==> src/rtl/charlie7x5_scan_pkg.sv <==
// Shared constants, bus/pin payload types and the charlieplex pin decode
// for the charlie7x5 scanner.
package charlie7x5_scan_pkg;

    localparam int unsigned CHARLIE_PINS    = 7;
    localparam int unsigned CHARLIE_STEPS   = 256;
    localparam int unsigned CHARLIE_FB_W    = CHARLIE_PINS - 1;
    localparam int unsigned CHARLIE_ADR_W   = 3;
    localparam int unsigned CHARLIE_DAT_W   = 8;
    localparam int unsigned CHARLIE_STEP_W  = 8;
    localparam int unsigned CHARLIE_PHASE_W = 3;

    localparam logic [CHARLIE_ADR_W-1:0] CHARLIE_ADR_BRIGHT = 3'd7;

    typedef struct packed {
        logic                     we;
        logic [CHARLIE_ADR_W-1:0] adr;
        logic [CHARLIE_DAT_W-1:0] dat;
    } wb_req_t;

    typedef struct packed {
        logic [CHARLIE_PINS-1:0] oe;
        logic [CHARLIE_PINS-1:0] o;
    } pin_drive_t;

    // Row bit j maps to cathode j below the anode and j+1 at or above it.
    function automatic pin_drive_t charlie_decode(
        input logic [CHARLIE_PHASE_W-1:0] anode,
        input logic [CHARLIE_FB_W-1:0]    row,
        input logic                       lit
    );
        pin_drive_t d;
        d = '0;
        if (lit) begin
            for (int unsigned j = 0; j < CHARLIE_FB_W; j++) begin
                if (row[j]) begin
                    if (CHARLIE_PHASE_W'(j) < anode) begin
                        d.oe[j] = 1'b1;
                    end else begin
                        d.oe[j+1] = 1'b1;
                    end
                end
            end
            d.oe[anode] = 1'b1;
            d.o[anode]  = 1'b1;
        end
        return d;
    endfunction

endpackage

==> src/rtl/charlie7x5_scan_pwm_counter.sv <==
// tick/step/phase scan counters with the step-0 entry strobe and the
// combinational lit window for the current step.
module charlie_pwm_counter
    import charlie7x5_scan_pkg::*;
#(
    parameter int unsigned TICKS_PER_STEP = 4
) (
    input  logic                       clk,
    input  logic                       rst_n,
    input  logic [CHARLIE_STEP_W-1:0]  bright_i,
    output logic [CHARLIE_PHASE_W-1:0] phase_o,
    output logic                       step0_o,
    output logic                       lit_c_o
);

    localparam int unsigned TICK_W = (TICKS_PER_STEP > 1) ? $clog2(TICKS_PER_STEP) : 1;

    logic [TICK_W-1:0]          tick_q, tick_d;
    logic [CHARLIE_STEP_W-1:0]  step_q, step_d;
    logic [CHARLIE_PHASE_W-1:0] phase_q, phase_d;
    logic                       step0_q, step0_d;
    logic                       tick_wrap;

    always_ff @(posedge clk) begin
        if (!rst_n) begin
            tick_q  <= '0;
            step_q  <= '0;
            phase_q <= '0;
            step0_q <= 1'b1;    // reset lands on the first cycle of step 0
        end else begin
            tick_q  <= tick_d;
            step_q  <= step_d;
            phase_q <= phase_d;
            step0_q <= step0_d;
        end
    end

    always_comb begin
        tick_d    = tick_q + 1'b1;
        step_d    = step_q;
        phase_d   = phase_q;
        step0_d   = 1'b0;
        tick_wrap = (tick_q == TICK_W'(TICKS_PER_STEP - 1));
        if (tick_wrap) begin
            tick_d = '0;
            step_d = step_q + 1'b1;
            if (step_q == CHARLIE_STEP_W'(CHARLIE_STEPS - 1)) begin
                step0_d = 1'b1;
                phase_d = (phase_q == CHARLIE_PHASE_W'(CHARLIE_PINS - 1))
                        ? '0 : phase_q + 1'b1;
            end
        end
    end

    assign phase_o = phase_q;
    assign step0_o = step0_q;
    // Step 0 is always dark to give the pads dead time between anodes.
    assign lit_c_o = (step_q != '0) && (step_q <= bright_i);

endmodule

==> src/rtl/charlie7x5_scan.sv <==
// Wishbone-mapped 7-pin charlieplex scanner: framebuffer, brightness,
// per-phase row latch and registered pad drive.
module charlie7x5_scan
    import charlie7x5_scan_pkg::*;
#(
    parameter int unsigned              TICKS_PER_STEP   = 4,
    parameter logic [CHARLIE_DAT_W-1:0] BRIGHTNESS_RESET = 8'h80
) (
    input  logic                      clk,
    input  logic                      rst_n,
    input  logic                      wb_cyc_i,
    input  logic                      wb_stb_i,
    input  logic                      wb_we_i,
    input  logic [CHARLIE_ADR_W-1:0]  wb_adr_i,
    input  logic [CHARLIE_DAT_W-1:0]  wb_dat_i,
    output logic [CHARLIE_DAT_W-1:0]  wb_dat_o,
    output logic                      wb_ack_o,
    output logic [CHARLIE_PINS-1:0]   charlie7x5_oe,
    output logic [CHARLIE_PINS-1:0]   charlie7x5_o
);

    logic [CHARLIE_FB_W-1:0]    fb_q [CHARLIE_PINS];
    logic [CHARLIE_FB_W-1:0]    fb_d [CHARLIE_PINS];
    logic [CHARLIE_DAT_W-1:0]   bright_q, bright_d;
    logic [CHARLIE_FB_W-1:0]    row_q, row_d;
    logic [CHARLIE_DAT_W-1:0]   bright_l_q, bright_l_d;
    logic                       ack_q, ack_d;
    logic [CHARLIE_DAT_W-1:0]   dat_q, dat_d;
    pin_drive_t                 pins_q, pins_d;

    wb_req_t                    req;
    logic                       req_c;
    logic [CHARLIE_DAT_W-1:0]   rd_data_c;
    logic [CHARLIE_PHASE_W-1:0] phase;
    logic                       step0;
    logic                       lit_c;

    charlie_pwm_counter #(
        .TICKS_PER_STEP (TICKS_PER_STEP)
    ) u_pwm_counter (
        .clk      (clk),
        .rst_n    (rst_n),
        .bright_i (bright_l_q),
        .phase_o  (phase),
        .step0_o  (step0),
        .lit_c_o  (lit_c)
    );

    assign req   = '{we: wb_we_i, adr: wb_adr_i, dat: wb_dat_i};
    assign req_c = wb_cyc_i & wb_stb_i & ~ack_q;

    always_ff @(posedge clk) begin
        if (!rst_n) begin
            fb_q       <= '{default: '0};
            bright_q   <= BRIGHTNESS_RESET;
            row_q      <= '0;
            bright_l_q <= '0;
            ack_q      <= 1'b0;
            dat_q      <= '0;
            pins_q     <= '0;
        end else begin
            fb_q       <= fb_d;
            bright_q   <= bright_d;
            row_q      <= row_d;
            bright_l_q <= bright_l_d;
            ack_q      <= ack_d;
            dat_q      <= dat_d;
            pins_q     <= pins_d;
        end
    end

    always_comb begin
        fb_d       = fb_q;
        bright_d   = bright_q;
        row_d      = row_q;
        bright_l_d = bright_l_q;
        ack_d      = req_c;
        dat_d      = '0;
        rd_data_c  = '0;

        // Register read mux; adr 7 is brightness, fb reads zero-extend.
        if (req.adr == CHARLIE_ADR_BRIGHT) begin
            rd_data_c = bright_q;
        end else begin
            for (int unsigned k = 0; k < CHARLIE_PINS; k++) begin
                if (req.adr == CHARLIE_ADR_W'(k)) begin
                    rd_data_c = CHARLIE_DAT_W'(fb_q[k]);
                end
            end
        end

        if (req_c) begin
            if (req.we) begin
                if (req.adr == CHARLIE_ADR_BRIGHT) begin
                    bright_d = req.dat;
                end
                for (int unsigned k = 0; k < CHARLIE_PINS; k++) begin
                    if (req.adr == CHARLIE_ADR_W'(k)) begin
                        fb_d[k] = req.dat[CHARLIE_FB_W-1:0];
                    end
                end
            end else begin
                dat_d = rd_data_c;
            end
        end

        // Latch from the pre-write register so a same-edge write lands next frame.
        if (step0) begin
            for (int unsigned k = 0; k < CHARLIE_PINS; k++) begin
                if (phase == CHARLIE_PHASE_W'(k)) begin
                    row_d = fb_q[k];
                end
            end
            bright_l_d = bright_q;
        end

        pins_d = charlie_decode(phase, row_q, lit_c);
    end

    assign wb_ack_o      = ack_q;
    assign wb_dat_o      = dat_q;
    assign charlie7x5_oe = pins_q.oe;
    assign charlie7x5_o  = pins_q.o;

endmodule

==> config.mk <==
export PLATFORM = sky130hd
export DESIGN_NAME = charlie7x5_scan
export DESIGN_NICKNAME = d
export VERILOG_FILES = /design/src/rtl/charlie7x5_scan_pkg.sv /design/src/rtl/charlie7x5_scan_pwm_counter.sv /design/src/rtl/charlie7x5_scan.sv
export SDC_FILE = /design/constraint.sdc
export NUM_CORES = 1
export LEC_CHECK = 0
export CAP_MARGIN = 15
export CORE_MARGIN = 2
export CORE_UTILIZATION = 45
export CTS_CLUSTER_SIZE = 28
export DETAILED_ROUTE_END_ITERATION = 10
export PLACE_DENSITY = 0.7
export SLEW_MARGIN = 20
export SYNTH_ARGS = -nofsm -noshare
export SYNTH_HDL_FRONTEND = slang
export SYNTH_SLANG_ARGS = --single-unit
==> constraint.sdc <==
create_clock -name clk -period 1.9 [get_ports clk]
set_input_delay 0.38 -clock clk [delete_from_list [all_inputs] [get_ports clk]]
set_output_delay 0.38 -clock clk [all_outputs]
set_load 0.01 [all_outputs]
==> results.md, run 1 <==
* Status: finished clean
* Hold Crit Class: in -> reg
* Avg Synthesized Cell Area at about 9 µm²
* Ys flop type: dfxtp_1
* Antenna violations before repair at 0
* Routed wire length at 12.3 mm
* Num rows at 37
* Area of the multi-input gates at 0.00260 mm²
* Synth Cell Area at 0.00484 mm²
* Fin crit share at between 90% and 100%
* Clk_lat worst skew at ~370 ps
* Worst-margin pin slew at 477 ps
* CTS tree: yes
* CP Capture Type: flip-flop
* Top delay family on crit path: compound AO/OA/AOI/OAI gates
* Layout fillers at 939
* Req. time, crit path at 2170 ps
* RePlAce Congestion at 0.892
* Synth unique cells at 56
* Root Buffer: clkbuf_8
* Worst vdd ir at 0.000554 V
* Worst path bufs/invs at 2
* Drt via density at 5.64
* Pwr/cell area at 649 mW/mm²
* Async SR Flop Fraction at 0%
* Max Clk Rate at 540 MHz
* WHS at 278 ps
* Largest net degree at the start of global routing at 40
* Post-synthesis register bit count at about 100
* CTS Buf Count at 9
* Total power at 3.77 mW
* Die Span X at 108 µm
* Max-cap violation count at 0
* Drt drc at 0
* CP max FO at 7
* Post-Synthesis Cells at 540
* Core Util, Final at 56.0%
* Clock skew at 12.0 ps
* Seq/Total Area, Yosys at 41.8%
* Setup-failing EPs final at 0
* Total number of vias at 4130
* Critical Path AT at 2130 ps
* Synth warn at 0
* Hpwl dp at 8.87 mm
* Port bufs at 38
* Most common cell after layout, fill and taps aside: dfxtp_1
* Seq. cell area at roughly 0.0020 mm²
* Drt first pass iters at 5
* CP max stage delay at 340 ps
* Final hold vios at 0
* Critical-path top delay cell: dfxtp_1
* First-pass GRT wire length at 19.9 mm
* Routed length per instance at between 15 and 20 µm
* Clock Pin Slew Worst Setup and Hold Paths at about 110 ps
* Slew HR at 68.1%
* Synthesized net count at 567
* Post-route ant nets at 0
* RSZ-0062 raised after global routing: yes
* Initial Util at between 40% and 50%
* Crit-path cells: inv_1 > ha_1 > and4b_1 > a211oi_2 > o221ai_2 > buf_4 > a221oi_1
* Initial detailed-routing violation count at 276
* Setup CP Type: reg -> reg
* H-tree depth at 3
* Post-synth EDFFs at 0
* Die H at 108 µm
* Share of cells above drive strength 1 at 15.3%
* Post-layout nets at 618
* Hold Startpoint: rst_n
* Vias in the first global route at 3909
* Maximum root-to-sink buffer count at 2
* IO Pins at 39
* Core Region at between 0.01 and 0.015 mm²
* Total GRT Usage at a little over a fifth
* Crit path launch type: flip-flop
* Commonest non-fill, non-tap cells in the layout: dfxtp_1 (101), mux2i_1 (52), nand2_1 (47), o21ai_0 (47), buf_4 (41)
* Gr ovfl total at 0
* Die area at 0.0116 mm²
* Clock sinks at 101
* Post-route minimum period at 1850 ps
* Synthesis-to-finish area growth at 20.0%
* Critical Path Source: bright_l_q[3]
* # diodes at 0
* Leakage at 2.03 nW
* R2R Path Start: bright_l_q[3]
* Max Slew Vio Count at 0
[worst register-to-register path, delay by kind of cell, from the launching register on]
| kind | cells | cell delay [ps] |
|---|---|---|
| compound gates | 3 | 620 |
| fa+ha+maj | 1 | 330 |
| flops | 1 | 340 |
| simple gates | 1 | 220 |
| buf+inv | 2 | 250 |
[flip-flops by register name, summed over array words and instances, names as in the netlist]
signal / cells
fb_q: 42
bright_l_q: 8
bright_q: 8
u_pwm_counter.step_q: 8
wb_dat_o: 8
charlie7x5_o: 7
charlie7x5_oe: 7
row_q: 6
u_pwm_counter.phase_o: 3
u_pwm_counter.tick_q: 2
u_pwm_counter.step0_o: 1
wb_ack_o: 1
[worst paths after layout]
check                                          endpoint  slack (ps)  cells after the start
worst max-delay path                   charlie7x5_oe[3]          50                      7
worst min-delay path            u_pwm_counter.step_q[3]         280                      2
worst max register to register         charlie7x5_oe[3]          50                      7
worst min register to register  u_pwm_counter.tick_q[0]         450                      1
[layer usage]
metal / wire length, µm / global-route usage, % / vias to the layer above
met4: 255 / 5.86 / 0
met3: 676 / 4.72 / 17
li1: - / - / 1999
met5: 0 / 0 / -
met1: 5650 / 29.5 / 2001
met2: 5730 / 35.6 / 113
[area by class of cell]
type                    count  share of cell area, %
inverters                  16                   1.03
flip-flops and latches    101                   34.8
clock buffers               9                   2.13
repair buffers             84                   13.2
clock inverters             7                   1.10
multi-input cells         379                   44.8
well taps                 136                   2.93
[synth_stat cells, types with 2 or more instances]
master,n,share of area (%)
dfxtp_1,101,42
mux2i_1,52,11
nand2_1,47,3.6
o21ai_0,47,4.9
nor2b_1,39,5.0
clkbuf_1,29,2.2
nand3_1,26,2.7
nor2_1,24,1.9
nor3_1,16,1.7
inv_1,15,1.2
a21oi_1,14,1.4
buf_2,13,1.3
ha_1,11,2.8
nand2b_1,8,1.0
a211oi_1,6,0.93
a221oi_1,6,1.1
and2_1,6,0.78
mux2_2,6,1.4
a21boi_0,5,0.78
a31o_2,5,0.90
nand4_1,5,0.65
o22ai_1,4,0.52
nand3b_1,3,0.47
nor3_4,3,1.0
nor4b_1,3,0.54
o211ai_1,3,0.47
o2bb2ai_1,3,0.54
or3_1,3,0.39
xnor2_1,3,0.54
and3_1,2,0.26
and4b_1,2,0.41
mux4_2,2,0.93
nor4_1,2,0.26
o221ai_1,2,0.36
o31ai_1,2,0.31
xor2_1,2,0.36
[repair_timing]
action / in CTS / in global routing
gates resized for setup: 0 / 7
hold buffers: 0 / 0
setup buffers: 0 / 1
setup endpoints to repair: 0 / 8
[through the flow]
stage               setup TNS [ps]  cell area [µm²]  setup slack [ps]  cells
floorplan                        0             4840               128    540
finish                           0             5810              47.0    732
global placement             -2810             5580              -245    714
detailed placement           -4240             5580              -293    714
CTS                              0             5760             0.996    730
global route                 -67.9             5810             -42.2    732
[report_power, final]
group | internal, mW | total (mW) | switching [mW]
clock | 0.507 | 1.31 | 0.801
combinational | 0.140 | 0.307 | 0.167
sequential | 2.14 | 2.15 | 0.0149
total | 2.78 | 3.77 | 0.984
[cells by family after synthesis]
logic type / synth area share [%]
xor+xnor: 0.905
buf+inv: 5.22
mux: 13.1
simple gates: 22.4
flops: 41.8
fa+ha+maj: 2.84
compound gates: 13.8
Note: power is estimated with default switching activity, not from simulation.
==> run 2, diff against run 1 <==
--- a/config.mk
+++ b/config.mk
@@ -7,10 +7,11 @@
 export LEC_CHECK = 0
 export CAP_MARGIN = 15
 export CORE_MARGIN = 2
-export CORE_UTILIZATION = 45
+export CORE_UTILIZATION = 58
 export CTS_CLUSTER_SIZE = 28
 export DETAILED_ROUTE_END_ITERATION = 10
-export PLACE_DENSITY = 0.7
+export PLACE_DENSITY = 0.86
+export REMOVE_ABC_BUFFERS = 1
 export SLEW_MARGIN = 20
 export SYNTH_ARGS = -nofsm -noshare
 export SYNTH_HDL_FRONTEND = slang
==> results.md, run 2 (synthesized netlist as in run 1, its figures left out) <==
* Worst reg2reg path depth at 7 (unchanged)
* Worst R2R End: charlie7x5_o[1]
* Core Util, Final at 70.6% (+15 points)
* Die area at 0.00910 mm² (-22%)
* Pwr/cell area at 662 mW/mm² (+2.1%)
* Max Clk Rate at 520 MHz (-3.6%)
* Worst vdd ir at 0.000480 V (-13%)
* R2R Path Start: bright_l_q[1]
* Most common cell after layout, fill and taps aside: dfxtp_1
* Post-route ant nets at 0 (unchanged)
* Gr ovfl total at 0 (unchanged)
* Critical-path top delay cell: dfxtp_1
* Drt drc at 0 (unchanged)
* Routed wire length at 12.3 mm (about the same)
* Drt first pass iters at 5 (unchanged)
* PnR worst setup slack at -21.5 ps (-68.5 ps)
* Core Region at 0.00813 mm² (-22%)
* Hold Crit Class: in -> reg
* Slew HR at 72.1% (+4.0 points)
* Largest Register: fb_q
* Failing checks: setup timing
* Clock skew at 11.8 ps (-0.200 ps)
* Largest net degree at the start of global routing at 52 (+30%)
* Max FFs per register at 42 (unchanged)
* IO Pins at 39 (unchanged)
* CP Capture Type: flip-flop
* Port bufs at 38 (unchanged)
* Max Slew Vio Count at 0 (unchanged)
* Clock Pin Slew Worst Setup and Hold Paths at 100 ps (about the same)
* Die H at 95.4 µm (-11%)
* Crit-path cells: inv_1 > ha_1 > and4b_1 > a211oi_2 > o221ai_2 > buf_6 > nor4b_1
* Worst-margin pin slew at 418 ps (-59.4 ps)
* CP max FO at 7 (unchanged)
* CTS tree: yes
* Leakage at 2.00 nW (-1.5%)
* H-tree depth at 3 (unchanged)
* Post-layout nets at 610 (-1.3%)
* Fin crit share at 101% (+3.6 points)
* Status: finished, violations left
* Hold path cells at 2 (unchanged)
* Total power at 3.80 mW (+0.86%)
* Area of the multi-input gates at 0.00261 mm² (+0.24%)
* Worst path bufs/invs at 2 (unchanged)
* CTS Buf Count at 9 (unchanged)
* Total number of vias at 4126 (-0.097%)
* Clock sinks at 101 (unchanged)
* Initial Util at 59.5% (+13 points)
* Drt via density at 5.96 (+5.7%)
* First-pass GRT wire length at 19.8 mm (-0.52%)
* Clk_lat worst skew at 370 ps (about the same)
* Req. time, crit path at 2170 ps (about the same)
* Hpwl dp at 8.80 mm (-0.83%)
* Top delay family on crit path: compound AO/OA/AOI/OAI gates
* Share of cells above drive strength 1 at 13.6% (-1.6 points)
* Total GRT Usage at 28.5% (+6.6 points)
* Maximum root-to-sink buffer count at 2 (unchanged)
* Setup-failing EPs final at 1 (+1)
* Routed length per instance at 17.8 µm (+5.7%)
* Crit path launch type: flip-flop
* Seq. cell area at 0.00202 mm² (unchanged)
* WHS Endpoint: wb_ack_o
* Setup CP Type: reg -> reg
* Layout fillers at 600 (-36%)
* CP max stage delay at 350 ps (about the same)
* RePlAce Congestion at 0.902 (+1.1%)
* Initial detailed-routing violation count at 270 (-2.2%)
* # diodes at 0 (unchanged)
* Synthesis-to-finish area growth at 18.5%
* Reg2reg setup slack at -20 ps (-70 ps)
* Post-route minimum period at 1920 ps (+68.5 ps)
* Commonest non-fill, non-tap cells in the layout: dfxtp_1 (101), mux2i_1 (52), nand2_1 (47), o21ai_0 (47), nor2b_1 (39)
* Hold Startpoint: rst_n
* Max-cap violation count at 0 (unchanged)
* Antenna violations before repair at 0 (unchanged)
* Num rows at 33 (-11%)
* Critical Path AT at 2200 ps (+70 ps)
* Final hold vios at 0 (unchanged)
* Root Buffer: clkbuf_8
* Vias in the first global route at 3876 (-0.84%)
* Die Span X at 95.4 µm (-11%)
run 2: cell types whose count changed in the layout (fill, tap and decap cells not counted), moves of 2 or more:
cell	change
buf_12	+2
buf_4	-11
clkbuf_1	+2
clkinv_2	+2
clkinv_4	-3
inv_6	-2
run 2: final cells by class:
type | count | share of cell area [%]
Multi-Input combinational cell | 379 | 45.5
Timing Repair Buffer | 76 | 12.8
Tap cell | 105 | 2.29
Sequential cell | 101 | 35.2
Inverter | 16 | 1.05
Clock inverter | 4 | 0.850
Clock buffer | 11 | 2.29
run 2: timing repair:
item | CTS | global route
cloned | 0 | 1
pin swaps | 0 | 1
hold buffers | 0 | 0
endpoints found under the setup margin | 1 | 11
gates resized for setup | 1 | 8
setup buffers | 0 | 0
run 2: metal layers:
layer | routed length [µm] | vias to the layer above | track usage [%] | share of wire (%)
met2 | 5860 | 177 | 46.5 | 48
met1 | 5330 | 1948 | 38.2 | 43
met4 | 344 | 0 | 11.3 | 2.8
met5 | 0 | - | 0 | 0
li1 | - | 1976 | - | -
met3 | 782 | 25 | 4.03 | 6.4
run 2: report_power, final:
group          internal, mW  total [mW]  switching [mW]
Clock                 0.605        1.34           0.735
Sequential             2.14        2.15          0.0146
Combinational         0.139       0.308           0.169
run 2: through the flow:
step           std cells  hold slack [ps]  instance area, µm²  TNS [ps]  setup slack [ps]
6_report             692              398                5740     -21.5             -21.5
5_1_grt              692              413                5740      -482             -77.7
4_1_cts              691              402                5700         0              27.3
3_5_place_dp         676              429                5510     -3380              -130
3_3_place_gp         676              412                5510     -1740              -112
2_1_floorplan        496              403                4650      -253              -253
run 2: worst max-delay path by stage:
stage / to / depth (start not counted) / start
global route: charlie7x5_oe[3] / 7 / bright_l_q[3]
finish: charlie7x5_o[1] / 7 / bright_l_q[1]
floorplan: row_q[3] / 4 / u_pwm_counter.phase_o[2]
global placement: wb_dat_o[4] / 7 / wb_adr_i[0]
detailed placement: wb_dat_o[4] / 7 / wb_adr_i[0]
CTS: charlie7x5_oe[4] / 7 / bright_l_q[2]
==> run 3, diff against run 2 <==
--- a/config.mk
+++ b/config.mk
@@ -7,10 +7,11 @@
 export LEC_CHECK = 0
 export CAP_MARGIN = 15
 export CORE_MARGIN = 2
-export CORE_UTILIZATION = 58
+export CORE_UTILIZATION = 60
 export CTS_CLUSTER_SIZE = 28
 export DETAILED_ROUTE_END_ITERATION = 10
-export PLACE_DENSITY = 0.86
+export DONT_BUFFER_PORTS = 1
+export PLACE_DENSITY = 0.82
 export REMOVE_ABC_BUFFERS = 1
 export SLEW_MARGIN = 20
 export SYNTH_ARGS = -nofsm -noshare
==> results.md, run 3 (synthesized netlist as in run 1, its figures left out) <==
* Initial detailed-routing violation count at 352 (+30%)
* Setup-failing EPs final at 0 (-1)
* CP max FO at 7 (unchanged)
* Post-layout nets at 559 (-8.4%)
* Drt first pass iters at 5 (unchanged)
* Clock skew at 8.56 ps (-3.22 ps)
* Layout fillers at 613 (+2.2%)
* Clock sinks at 101 (unchanged)
* First-pass GRT wire length at 18.0 mm (-9.5%)
* Vias in the first global route at 3616 (-6.7%)
* Num rows at 32 (-3.0%)
* Routed wire length at 11.0 mm (-11%)
* Die area at 0.00881 mm² (-3.2%)
* Post-route minimum period at 1840 ps (-81.3 ps)
* Reg2reg setup slack at 60 ps (+80 ps)
* Post-Layout Cell Count at 639 (-7.7%)
* CTS Buf Count at 9 (unchanged)
* Hold path cells at 1 (-1)
* Largest net degree at the start of global routing at 104 (+100%)
* H-tree depth at 3 (unchanged)
* Total GRT Usage at 26.0% (-2.5 points)
* Max Slew Vio Count at 0 (unchanged)
* Drt via density at 6.09 (+2.2%)
* Leakage at 1.79 nW (-10%)
* Drt drc at 0 (unchanged)
* R2R Path Start: u_pwm_counter.step_q[0]
* Setup CP Type: reg -> reg
* Max Clk Rate at 543 MHz (+4.4%)
* Root Buffer: clkbuf_8
* Maximum root-to-sink buffer count at 2 (unchanged)
* Worst-margin pin slew at 593 ps (+176 ps)
* Commonest non-fill, non-tap cells in the layout: dfxtp_1 (101), mux2i_1 (52), nand2_1 (47), o21ai_0 (47), nor2b_1 (39)
* Seq. cell area at 0.00202 mm² (unchanged)
* Initial Util at 62.3% (+2.8 points)
* Critical Path Source: u_pwm_counter.step_q[0]
* Total number of vias at 3894 (-5.6%)
* Req. time, crit path at 2180 ps (about the same)
* Port bufs at 0 (-100%)
* Routed length per instance at 17.2 µm (-3.4%)
* Post-CTS Resized at 0 (-1)
* # diodes at 0 (unchanged)
* Most common cell after layout, fill and taps aside: dfxtp_1
* Crit path launch type: flip-flop
* CP Capture Type: flip-flop
* Max-cap violation count at 0 (unchanged)
* Pwr/cell area at 730 mW/mm² (+10%)
* Post-CTS Setup Bufs at 0 (unchanged)
* Post-route ant nets at 0 (unchanged)
* CTS tree: yes
* Fin crit share at 96.9% (-4.3 points)
* Area of the multi-input gates at 0.00258 mm² (-0.91%)
* Antenna violations before repair at 0 (unchanged)
* Critical Path AT at 2120 ps (-80 ps)
* Crit path capture: charlie7x5_oe[4]
* Share of cells above drive strength 1 at 12.1% (-1.5 points)
* Final hold vios at 0 (unchanged)
* Gr ovfl total at 0 (unchanged)
* Largest Register: fb_q
* Placed Instances at 622 (-8.0%)
* IO Pins at 39 (unchanged)
* Worst reg2reg path depth at 7 (unchanged)
* Setup TNS at 0 ps (+21.5 ps)
* Die Span X at 93.8 µm (-1.6%)
* Clk_lat worst skew at 370 ps (about the same)
* Synthesis-to-finish area growth at 7.26%
* RSZ-0062 raised after global routing: yes
* Worst R2R End: charlie7x5_oe[4]
* Clock Pin Slew Worst Setup and Hold Paths at 100 ps (about the same)
* Die H at 93.8 µm (-1.6%)
* Max FFs per register at 42 (unchanged)
* Post-CTS Hold Buffers at 0 (unchanged)
* Worst vdd ir at 0.000708 V (+48%)
* RePlAce Congestion at 0.877 (-2.8%)
* Hpwl dp at 7.48 mm (-15%)
* Hold Crit Class: in -> reg
* Core Region at 0.00777 mm² (-4.5%)
* Status: finished clean
* Slew HR at 60.3% (-12 points)
-- run 3: cell count changes in the layout (fill, tap and decap cells not counted), sizes merged --
| cell | change |
|---|---|
| buf | -14 |
| bufinv | +1 |
| clkbuf | -1 |
| clkdlybuf4s50 | -37 |
| clkinvlp | +1 |
-- run 3: metrics by stage --
step | instance area (µm²) | util, % | hold WS, ps | total power, mW | worst slack (ps)
after CTS | 5170 | 66.6 | 60.9 | 3.80 | 71.8
after global placement | 4960 | 63.8 | 413 | 2.35 | 149
after detailed placement | 4960 | 63.8 | 419 | 2.35 | 87.4
final | 5190 | 66.9 | 65.8 | 3.79 | 59.8
after floorplan | 4650 | - | 403 | 2.31 | -253
after global routing | 5190 | 66.9 | 58.1 | 3.91 | -47.7
-- run 3: layer usage --
metal | global-route usage (%) | vias up | share of wire (%)
li1 | - | 1882 | -
met1 | 35.9 | 1825 | 44
met2 | 39.9 | 164 | 46
met3 | 5.70 | 23 | 7.4
met4 | 9.66 | 0 | 2.0
met5 | 0 | - | 0
-- run 3: cell type report --
cell class	count	area share (%)
clock buffer	10	2.46
tap	102	2.46
sequential	101	38.9
multi-input combinational	379	49.8
inverter	16	1.16
clock inverter	6	1.66
timing repair buffer	25	3.57
-- run 3: how the worst min path moves through the flow --
stage / start / to
final: rst_n / bright_q[7]
after global routing: rst_n / bright_q[7]
after CTS: rst_n / bright_q[7]
after detailed placement: u_pwm_counter.tick_q[0] / u_pwm_counter.tick_q[0]
after global placement: u_pwm_counter.tick_q[0] / u_pwm_counter.tick_q[0]
after floorplan: u_pwm_counter.tick_q[0] / u_pwm_counter.tick_q[0]
-- run 3: worst max-delay path: stages, from the launching register on --
cell and delay (ps):
dfxtp_1 420, inv_1 100, ha_1 200, nor4b_1 140
a21boi_0 290, o221ai_2 190, buf_4 200, a221oi_1 220
-- run 3: power by group --
| group | internal (mW) | switching [mW] |
|---|---|---|
| clock network | 0.742 | 0.736 |
| logic | 0.0777 | 0.0786 |
| registers | 2.14 | 0.0164 |
| total | 2.96 | 0.831 |
